$ cat config.mk
export PLATFORM = sky130hd
export DESIGN_NAME = hazard_ctrl
export DESIGN_NICKNAME = d
export VERILOG_FILES = /design/src/rtl/hazard_ctrl.sv
export SDC_FILE = /design/constraint.sdc
export NUM_CORES = 1
export LEC_CHECK = 0
export ABC_CLOCK_PERIOD_IN_PS = 2800
export CORE_MARGIN = 3
export CORE_UTILIZATION = 49
export CTS_CLUSTER_DIAMETER = 60
export DETAILED_ROUTE_END_ITERATION = 6
export GPL_TIMING_DRIVEN = 0
export MAX_ROUTING_LAYER = met4
export PLACE_DENSITY = 0.8
export SLEW_MARGIN = 10
export SYNTH_ARGS = -nofsm -noshare
export SYNTH_HDL_FRONTEND = slang
export SYNTH_SLANG_ARGS = --single-unit
export TNS_END_PERCENT = 5
$ cat constraint.sdc
create_clock -name clock -period 2.8 [get_ports clock]
set_clock_uncertainty 0.1 [all_clocks]
set_input_delay 0.42 -clock clock [delete_from_list [all_inputs] [get_ports clock]]
set_output_delay 0.42 -clock clock [all_outputs]
set_load 0.01 [all_outputs]
$ cat src/rtl/hazard_ctrl.sv
// hazard_ctrl: pipeline interlock and operand-forwarding controller for the
// five-stage integer pipeline. Tracks shadow destination state for EX and MEM,
// raises load-use / branch-operand stalls, registers the EX forwarding selects
// and sequences the fixed-latency multiply that holds EX.
module hazard_ctrl #(
  parameter int unsigned MUL_LAT = 4
) (
  input  logic       clock,
  input  logic       reset,
  input  logic       id_valid,
  input  logic [4:0] id_rs1,
  input  logic [4:0] id_rs2,
  input  logic       id_use_rs1,
  input  logic       id_use_rs2,
  input  logic [4:0] id_rd,
  input  logic       id_regwrite,
  input  logic       id_load,
  input  logic       id_mul,
  input  logic       id_branch,
  output logic       stall_id,
  output logic       bubble_ex,
  output logic       ex_hold,
  output logic       bubble_mem,
  output logic [1:0] fwd_a,
  output logic [1:0] fwd_b,
  output logic       mul_busy
);

  typedef enum logic [0:0] {
    ST_RUN = 1'b0,
    ST_MUL = 1'b1
  } state_e;

  typedef struct packed {
    logic       valid;
    logic [4:0] rd;
    logic       regwrite;
    logic       load;
  } shadow_t;

  // Counter value loaded when a multiply enters EX; it leaves on the 1->0 edge.
  localparam logic [3:0] MUL_LOAD  = 4'(MUL_LAT - 1);
  localparam logic [1:0] FWD_RF    = 2'b00;
  localparam logic [1:0] FWD_EXMEM = 2'b01;
  localparam logic [1:0] FWD_MEMWB = 2'b10;

  // A producer feeds a source only if it really writes a non-zero register.
  function automatic logic producer_match(input shadow_t    p,
                                          input logic [4:0] src,
                                          input logic       used);
    return used && p.valid && p.regwrite && (p.rd != 5'd0) && (p.rd == src);
  endfunction

  // The younger producer (the one now in EX) wins over the older one in MEM.
  function automatic logic [1:0] fwd_select(input logic ex_hit,
                                            input logic mem_hit);
    logic [1:0] sel;
    if (ex_hit) begin
      sel = FWD_EXMEM;
    end else if (mem_hit) begin
      sel = FWD_MEMWB;
    end else begin
      sel = FWD_RF;
    end
    return sel;
  endfunction

  state_e     state_q,    state_d;
  logic [3:0] cnt_q,      cnt_d;
  shadow_t    ex_q,       ex_d;
  shadow_t    mem_q,      mem_d;
  logic [1:0] fwd_a_q,    fwd_a_d;
  logic [1:0] fwd_b_q,    fwd_b_d;
  logic       mul_busy_q, mul_busy_d;

  logic ex_rs1_hit, ex_rs2_hit, mem_rs1_hit, mem_rs2_hit;
  logic ex_hit_any, mem_hit_any;
  logic load_use, branch_haz, hazard;
  logic run_adv, mul_end, advance, mul_start;

  assign ex_rs1_hit  = producer_match(ex_q,  id_rs1, id_use_rs1);
  assign ex_rs2_hit  = producer_match(ex_q,  id_rs2, id_use_rs2);
  assign mem_rs1_hit = producer_match(mem_q, id_rs1, id_use_rs1);
  assign mem_rs2_hit = producer_match(mem_q, id_rs2, id_use_rs2);
  assign ex_hit_any  = ex_rs1_hit | ex_rs2_hit;
  assign mem_hit_any = mem_rs1_hit | mem_rs2_hit;

  // Load in EX cannot forward yet; branches compare in ID and only see busW,
  // so any EX producer or a load still in MEM forces a wait.
  assign load_use   = ex_hit_any & ex_q.load;
  assign branch_haz = id_branch & (ex_hit_any | (mem_hit_any & mem_q.load));
  assign hazard     = id_valid & (load_use | branch_haz);

  // The ID instruction moves into EX on a clean RUN cycle, or on the edge that
  // retires a multiply from EX.
  assign run_adv   = (state_q == ST_RUN) & ~hazard;
  assign mul_end   = (state_q == ST_MUL) & (cnt_q <= 4'd1);
  assign advance   = run_adv | mul_end;
  assign mul_start = advance & id_valid & id_mul;

  assign fwd_a    = fwd_a_q;
  assign fwd_b    = fwd_b_q;
  assign mul_busy = mul_busy_q;

  // State register plus shadow stages and registered outputs.
  always_ff @(posedge clock or negedge reset) begin
    if (!reset) begin
      state_q    <= ST_RUN;
      cnt_q      <= 4'd0;
      ex_q       <= '0;
      mem_q      <= '0;
      fwd_a_q    <= FWD_RF;
      fwd_b_q    <= FWD_RF;
      mul_busy_q <= 1'b0;
    end else begin
      state_q    <= state_d;
      cnt_q      <= cnt_d;
      ex_q       <= ex_d;
      mem_q      <= mem_d;
      fwd_a_q    <= fwd_a_d;
      fwd_b_q    <= fwd_b_d;
      mul_busy_q <= mul_busy_d;
    end
  end

  // Next-state logic for RUN/MUL and the multiply latency counter.
  always_comb begin
    state_d = state_q;
    cnt_d   = cnt_q;
    case (state_q)
      ST_RUN: begin
        if (mul_start) begin
          state_d = ST_MUL;
          cnt_d   = MUL_LOAD;
        end else begin
          state_d = ST_RUN;
          cnt_d   = 4'd0;
        end
      end
      ST_MUL: begin
        if (mul_end) begin
          if (mul_start) begin
            state_d = ST_MUL;
            cnt_d   = MUL_LOAD;
          end else begin
            state_d = ST_RUN;
            cnt_d   = 4'd0;
          end
        end else begin
          state_d = ST_MUL;
          cnt_d   = cnt_q - 4'd1;
        end
      end
      default: begin
        state_d = ST_RUN;
        cnt_d   = 4'd0;
      end
    endcase
  end

  // Shadow-stage movement and forwarding selects for the instruction entering EX.
  always_comb begin
    ex_d       = ex_q;
    mem_d      = mem_q;
    fwd_a_d    = fwd_a_q;
    fwd_b_d    = fwd_b_q;
    mul_busy_d = (state_q == ST_MUL) | mul_start;
    if (advance) begin
      mem_d = ex_q;
      if (id_valid) begin
        ex_d.valid    = 1'b1;
        ex_d.rd       = id_rd;
        ex_d.regwrite = id_regwrite;
        ex_d.load     = id_load;
        fwd_a_d       = fwd_select(ex_rs1_hit & ~ex_q.load, mem_rs1_hit);
        fwd_b_d       = fwd_select(ex_rs2_hit & ~ex_q.load, mem_rs2_hit);
      end else begin
        ex_d    = '0;
        fwd_a_d = FWD_RF;
        fwd_b_d = FWD_RF;
      end
    end else if (state_q == ST_RUN) begin
      // Stall cycle: a bubble enters EX while the older entry drains on.
      ex_d    = '0;
      mem_d   = ex_q;
      fwd_a_d = FWD_RF;
      fwd_b_d = FWD_RF;
    end else begin
      // Multiply still occupying EX: EX holds, MEM receives a bubble.
      ex_d  = ex_q;
      mem_d = '0;
    end
  end

  // Combinational pipeline control outputs; MUL overrides data hazards.
  always_comb begin
    stall_id   = 1'b0;
    bubble_ex  = 1'b0;
    ex_hold    = 1'b0;
    bubble_mem = 1'b0;
    case (state_q)
      ST_RUN: begin
        stall_id  = hazard;
        bubble_ex = hazard;
      end
      ST_MUL: begin
        stall_id   = 1'b1;
        ex_hold    = 1'b1;
        bubble_mem = 1'b1;
      end
      default: begin
        stall_id   = 1'b0;
        bubble_ex  = 1'b0;
        ex_hold    = 1'b0;
        bubble_mem = 1'b0;
      end
    endcase
  end

endmodule

# Word level (Yosys, flattened, before mapping)
# Index checks and enable logic that the tools add are counted.
# totals
out_inout_bits	9
reg_bits	26
input_bits	24
elab_cells	80
# op_classes
n_reduce_logical	18
bitwise	19
addsub	1
eq_ne	5
n_lt_le_gt_ge	1
muxes	23
# op_table
op	count
8-bit two-way mux	5
5-bit equality test	4
2-bit two-way mux	10
1-bit logical AND	16
1-bit AND	10
5-bit nonzero test	2
4-bit case mux with 2 select lines	1
1-bit bitwise OR	6
4-bit by 1-bit <= comparator with 1-bit output, second input constant	1
1-bit two-way mux	4
4-bit two-way mux	1
1-bit case mux with 2 select lines	2
4-bit by 1-bit subtractor with 4-bit output, second input constant	1
1-bit inverter	3
2-bit by 1-bit != test with 1-bit output, second input constant	1

# Depth between registers and ports, before layout
# Gate-level depths: netlist of run 1.
# depth
depth_word	18
ltp_mapped	8
ltp_nobuf	7

# Worst setup path after synthesis of run 1
# Ideal clock, no wire load.
# synth_path
kind	reg-to-output
startpoint	register ex_q[3] (netlist name)
endpoint	output bubble_ex
slack_ns	0.445
arrival_ns	1.835
path_stages_with_launch	7
path_buffers	1
cell_sequence	dfrtp_1 -> or4_1 -> o211ai_2 -> nor2_1 -> o21a_1 -> clkbuf_1 -> or2_2
# synth_via
elab_chain_cells	9
word_cells_on_any_way	14
cone_classes	eq/ne: 2; mux: 1; bitwise: 6; reduce/logical: 5
# synth_rtl
element	line	text
start: declaration	70	shadow_t ex_q, ex_d;
start signal: assignment	110	ex_q <= '0;
start signal: assignment	118	ex_q <= ex_d;
5-bit nonzero test	51	return used && p.valid && p.regwrite && (p.rd != 5'd0) && (p.rd == src);
1-bit logical AND (2 in a row)	51	
1-bit bitwise OR (*)	85	assign ex_hit_any = ex_rs1_hit | ex_rs2_hit;
1-bit bitwise OR	91	assign branch_haz = id_branch & (ex_hit_any | (mem_hit_any & mem_q.load));
1-bit AND	91	
1-bit bitwise OR (*)	92	assign hazard = id_valid & (load_use | branch_haz);
1-bit AND (*)	92	
1-bit two-way mux (*)	201	case (state_q)
end: declaration	21	output logic bubble_ex,
# Every way passes the cells marked *; elsewhere a longest branch is shown, timed or not.

# Worst setup path after layout of run 1
# layout_path
startpoint	register ex_q[3] (netlist name)
endpoint	output stall_id
# layout_via
elab_chain_cells	9
word_cells_on_any_way	14
cone_classes	eq/ne: 2; mux: 1; bitwise: 6; reduce/logical: 5
# layout_rtl
element	line	text
5-bit nonzero test	51	
1-bit logical AND (2 in a row)	51	
1-bit bitwise OR (*)	85	
1-bit bitwise OR	91	
1-bit AND	91	
1-bit bitwise OR (*)	92	
1-bit AND (*)	92	
1-bit case mux with 2 select lines (*)	201	
end: declaration	20	output logic stall_id,
# Marks and branches as above.

==> results of run 1 <==
## final cells by class
| class | count | area [um2] | share of cell area, % |
|---|---|---|---|
| Buffer | 5 | 23.8 | 1.25 |
| Clock buffer | 3 | 22.5 | 1.18 |
| Timing Repair Buffer | 43 | 394 | 20.6 |
| Inverter | 2 | 7.51 | 0.393 |
| Sequential cell | 26 | 654 | 34.3 |
| Multi-Input combinational cell | 112 | 769 | 40.3 |
| Tap cell | 30 | 37.5 | 1.97 |
## per-layer routing
| metal | wire length [um] | up-vias | part of all wire, % | track usage (%) |
|---|---|---|---|---|
| li1 | - | 594 | - | - |
| met1 | 1540 | 614 | 43 | 27.5 |
| met2 | 1730 | 56 | 48 | 34.6 |
| met3 | 238 | 11 | 6.6 | 4.58 |
| met4 | 89 | 0 | 2.5 | 10.8 |
| met5 | 0 | - | 0 | - |
## registers in the layout (all words and copies together) (netlist names)
signal	count
ex_q	8
fwd_b	2
cnt_q	4
state_q	1
mem_q	8
fwd_a	2
mul_busy	1
## critical path, cell delays in order (launching register included)
cell	delay [ns]
dfrtp_2	0.47
buf_6	0.13
xor2_1	0.15
nor4_1	0.29
and3_1	0.28
nor2_4	0.06
o32ai_2	0.26
a21o_1	0.15
buf_2	0.12
## path summary, 6_finish.rpt
path / startpoint / endpoint / slack, ns / cells past startpoint
worst max register to register: ex_q[4] / fwd_a[1] / 0.36 / 8
worst max-delay path: ex_q[3] / stall_id / 0.07 / 8
worst min-delay path: fwd_b[1] / fwd_b[1] / 0.40 / 2
min in group asynchronous: reset / cnt_q[0] / 0.51 / 2
worst min register to register: fwd_b[1] / fwd_b[1] / 0.40 / 2
max in group asynchronous: reset / ex_q[4] / 1.67 / 2
## cell families (layout without fill, tap and decap cells)
kind of cell	after synthesis	count (layout)	synth area share (%)
AND/OR/NAND/NOR	64	64	22.7
flip-flops	26	26	46.3
AO/OA/AOI/OAI	24	24	13.1
XOR/XNOR	22	22	13.7
buffers and inverters	8	53	2.49
adder cells (fa/ha/maj)	2	2	1.78
## stage by stage
step	setup WS, ns	area, um2
floorplan	0.445	1410
global placement	-0.671	1760
detailed placement	-0.769	1760
CTS	-0.000264	1900
global route	-0.0308	1910
finish	0.0704	1910
## power by group
part | total [mW] | internal [mW] | switching, mW | leakage [nW]
Sequential | 0.652 | 0.504 | 0.148 | 0.335
Clock | 0.155 | 0.0505 | 0.104 | 0.0138
Combinational | 0.650 | 0.335 | 0.314 | 0.498
Total | 1.46 | 0.890 | 0.567 | 0.846
## cell usage in the layout (no fill, tap or decap), types with 2 or more instances in the layout
master | netlist | final
buf_2 | 1 | 4
and2_1 | 11 | 11
o21ai_1 | 2 | 2
ha_1 | 2 | 2
nand3b_1 | 2 | 2
buf_6 | 0 | 2
nor2_1 | 8 | 6
clkdlybuf4s50_1 | 0 | 26
nor4_1 | 4 | 3
o21ai_0 | 3 | 3
nand2_1 | 26 | 26
o22ai_1 | 2 | 2
dfrtp_2 | 0 | 3
clkbuf_4 | 0 | 3
inv_1 | 2 | 2
o31ai_1 | 9 | 9
xnor2_1 | 6 | 6
buf_4 | 1 | 9
clkbuf_1 | 4 | 3
and3_1 | 4 | 4
or4_1 | 3 | 2
dfrtp_1 | 26 | 23
xor2_1 | 16 | 16
dlygate4sd2_1 | 0 | 3
## what timing repair did
item	CTS	global route
endpoints found under the setup margin	2	2
gates cloned	0	0
hold buffers	0	1
gates resized for setup	21	4
pin swaps	7	6
setup buffers	10	0
endpoints found under the hold margin	0	13
==> metrics.md, run 1 <==
| Metric | Value |
|---|---|
| #FFs+latches synth | `26` |
| First-pass GRT wire length | `5.72 mm` |
| Final min period | `2.73 ns` |
| Critical path data arrival time | `2.21 ns` |
| Per-cell routed wire length | `16.3 um` |
| Max-cap viol count | `0` |
| # setup viols final | `0` |
| Grt ovf | `0` |
| Vias in the first global route | `1275` |
| H-Tree Depth | `1` |
| Status | `finished, final reports clean` |
| Post-Synthesis Cells | `146` |
| Reg clk slew, reported paths | `0.13 ns` |
| Number of I/O pins | `33` |
| Final net count | `219` |
| CP Max Fanout | `5` |
| Num CTS Buffers | `3` |
| Maximum vdd drop | `0.560 mV` |
| IO Port Bufs | `32` |
| Largest net degree at the start of global routing | `27` |
| Synth Area per Inst | `9.63 um2` |
| CP endpoint kind | `primary output` |
| Final hold slack | `0.404 ns` |
| Post-synthesis sequential area ratio | `46.3%` |
| Routability cong. | `0.864` |
| Final WL | `3.60 mm` |
| Pre-antenna DRT Iters | `4` |
| Gr usage total | `22.3%` |
| CP Launch Type | `flop` |
| Slew of the pin with the lowest slew margin | `0.622 ns` |
| Main flop type after synthesis | `dfrtp_1` |
| HPWL Detailed | `2.54 mm` |
| Synth async-reset ratio | `100%` |
| Via count | `1275` |
| Post-synth top cells | `26 x dfrtp_1, 26 x nand2_1, 16 x xor2_1` |
| Vias per std cell | `5.77` |
| Core Util, Final | `73.7%` |
| Yosys warns | `0` |
| Initial antenna violation count | `0` |
| Antenna-violating nets left | `0` |
| RSZ-0062 raised after global routing | `yes` |
| Post-route DRC | `0` |
| Cells after DPL | `208` |
| Die X | `59.6 um` |
| Worst-Skew Late Latency | `0.32 ns` |
| Area grow syn2layout | `35.8%` |
| Setup TNS | `0 ns` |
| CTS tree | `yes` |
| Synth area leaders | `dfrtp_1 46%, xor2_1 10%, nand2_1 6.9%, and2_1 4.9%, o31ai_1 4.8%` |
| Iteration-0 DRC Markers | `30` |
| Yosys cell types | `33` |
| Core Region | `0.00259 mm2` |
| Post-synth top area share | `46.3%` |
| Period utilization | `97.5%` |
| Share of layout cells above drive strength 1 | `15.7%` |
| Final cell count without fillers | `221` |
| Number of fill cells | `186` |
| Leading area contributor after synthesis | `dfrtp_1` |
| Die area | `0.00355 mm2` |
| Worst relative slew slack | `58.2%` |
| Mapped Area | `0.00141 mm2` |
| Clk sinks | `26` |
| Critical Path RT | `2.28 ns` |
| CP Class | `reg2out` |
| CTS root buffer | `clkbuf_4` |
| Hold Crit Class | `reg2reg` |
| EDFF count, synth | `0` |
| Syn Nets | `172` |
| Leak | `0.846 nW` |
| Starting Density | `54.3%` |
| Hold Fails Final Rpt | `0` |
| Pwr Total | `1.46 mW` |
| Pwr Density | `763 mW/mm2` |
| Slew Limit Fails | `0` |
| Longest Clk Path Bufs | `2` |
| Number of core rows | `18` |
| # diodes | `0` |
| Die H | `59.6 um` |
| Fmax | `366 MHz` |
Note: power is estimated with default switching activity, not from simulation.
==> run 2: changes to the inputs <==
Settings changed: SLEW_MARGIN 10 to default.
==> run 2 against run 1 <==
Compared with the run above: die area unchanged; cell count down 0.45%; clock power about the same; global-route usage unchanged; sequential share of layout area up 0.090 points; flip-flop and latch count unchanged; routed wire length down 1.4%; first-iteration DRC count up 6.7%; non-clock buffer count down 1; clock-buffer cell count unchanged; largest power group unchanged.
==> metrics.md, run 2 (synthesis results as in run 1) <==
| Metric | Value |
|---|---|
| Slew of the pin with the lowest slew margin | `1.13 ns` |
| Core Util, Final | `73.5%` |
| Max-cap viol count | `0` |
| CTS tree | `yes` |
| Final min period | `2.73 ns` |
| Vias per std cell | `5.73` |
| Critical Path RT | `2.28 ns` |
| IO Port Bufs | `32` |
| Via count | `1261` |
| Starting Density | `54.3%` |
| Largest net degree at the start of global routing | `27` |
| Slew Limit Fails | `0` |
| Pwr Density | `763 mW/mm2` |
| R2R Setup Slk | `0.37 ns` |
| H-Tree Depth | `1` |
| Status | `finished, final reports clean` |
| R2r endpoint | `fwd_a[1]` |
| # setup viols final | `0` |
| Critical path data arrival time | `2.21 ns` |
| CTS root buffer | `clkbuf_4` |
| Cells after DPL | `208` |
| Num CTS Buffers | `3` |
| Period utilization | `97.4%` |
| # diodes | `0` |
| Sequential share of power | `44.9%` |
| Most frequent cells in the layout | `27 x clkdlybuf4s50_1, 26 x nand2_1, 23 x dfrtp_1, 16 x xor2_1, 11 x and2_1` |
| Post-route design area | `0.00190 mm2` |
| Number of I/O pins | `33` |
| Grt ovf | `0` |
| Die area | `0.00355 mm2` |
| Clk sinks | `26` |
| Initial antenna violation count | `0` |
| Iteration-0 DRC Markers | `32` |
| Hold depth | `2` |
| Vias in the first global route | `1275` |
| Top Registers | `ex_q x8, mem_q x8, cnt_q x4` |
| CP Launch Type | `flop` |
| Per-cell routed wire length | `16.1 um` |
| Hold Fails Final Rpt | `0` |
| Antenna-violating nets left | `0` |
| Hold Crit Class | `reg2reg` |
| CP endpoint kind | `primary output` |
| Number of core rows | `18` |
| Final WL | `3.55 mm` |
| Worst-case hold path end point | `fwd_b[1]` |
| Core Region | `0.00259 mm2` |
| Pre-antenna DRT Iters | `4` |
| Reg clk slew, reported paths | `0.13 ns` |
| Placed inst area | `0.00176 mm2` |
| Sw frac | `38.8%` |
| Crit Reg-Reg Startpoint | `ex_q[4]` |
| Clock power share | `10.6%` |
| Min-delay src | `fwd_b[1]` |
| Commonest non-fill, non-tap cell in the layout | `clkdlybuf4s50_1` |
| Final cell count without fillers | `220` |
| CP Max Fanout | `5` |
| Maximum vdd drop | `0.559 mV` |
| CP Class | `reg2out` |
| Die H | `59.6 um` |
| HPWL Detailed | `2.54 mm` |
| RSZ-0062 raised after global routing | `yes` |
| Post-route DRC | `0` |
| Area grow syn2layout | `35.4%` |
| Pwr Total | `1.45 mW` |
| Sw power | `0.564 mW` |
| Setup TNS | `0 ns` |
| Combinational Power Share | `44.5%` |
| Fmax | `367 MHz` |
| Internal | `0.890 mW` |
| Worst relative slew slack | `24.6%` |
| Die X | `59.6 um` |
| Routability cong. | `0.864` |
| First-pass GRT wire length | `5.72 mm` |
| Gr usage total | `22.3%` |
| R2R depth | `8` |
| Share of layout cells above drive strength 1 | `15.3%` |
| Final net count | `218` |
| Worst-Skew Late Latency | `0.32 ns` |
| Leak | `0.842 nW` |
| Longest Clk Path Bufs | `2` |
[run 2: cell count changes in the layout (fill, tap and decap cells not counted), sizes merged]
| cell | change |
|---|---|
| clkdlybuf4s50 | +1 |
| buf | -1 |
| dlygate4sd3 | -1 |
[run 2: cell type report]
class / count / area, um2
Buffer: 5 / 23.8
Clock buffer: 3 / 22.5
Fill cell: 187 / 686
Inverter: 2 / 7.51
Multi-Input combinational cell: 112 / 769
Sequential cell: 26 / 654
Tap cell: 30 / 37.5
Timing Repair Buffer: 42 / 389
[run 2: per-stage QoR]
stage | hold slack (ns) | setup WS, ns
global route | 0.458 | -0.0308
finish | 0.403 | 0.0728
CTS | 0.412 | -0.000264
detailed placement | 0.373 | -0.769
global placement | 0.372 | -0.671
floorplan | 0.0244 | 0.445
[run 2: layer usage]
metal  up-vias  track usage [%]  part of all wire (%)
met5         -                -                     0
met4         0             10.8                   2.5
met3        11             4.58                   7.0
met2        54             34.6                    48
met1       605             27.5                    42
li1        591                -                     -
[run 2: what timing repair did]
| action | 4_1_cts | 5_1_grt |
|---|---|---|
| endpoints found under the setup margin | 2 | 2 |
| gates resized for setup | 21 | 4 |
| hold buffers | 0 | 0 |
| pin swaps | 7 | 6 |
| gates cloned | 0 | 0 |
| buffers inserted | 10 | 0 |
[run 2: power by group through the flow]
stage	combinational, mW	clock, mW	sequential, mW
detailed placement	0.560	0	0.653
CTS	0.646	0.159	0.649
global route	0.713	0.178	0.671
floorplan	0.376	0	0.618
finish	0.647	0.154	0.652
global placement	0.531	0	0.643
[run 2: worst max path at each step]
| stage | start | endpoint | cells after the start |
|---|---|---|---|
| floorplan | ex_q[3] | bubble_ex | 6 |
| detailed placement | id_rs1[2] | bubble_ex | 8 |
| global route | ex_q[3] | stall_id | 8 |
| global placement | id_rs1[2] | bubble_ex | 8 |
| finish | ex_q[3] | stall_id | 8 |
| CTS | id_rs2[2] | stall_id | 8 |
[run 2: critical path, cell delays in order (launching register included)]
cell and delay [ns]:
dfrtp_2 0.47, buf_6 0.13, xor2_1 0.15, nor4_1 0.29, and3_1 0.28, nor2_4 0.06
o32ai_2 0.26, a21o_1 0.15, buf_2 0.12
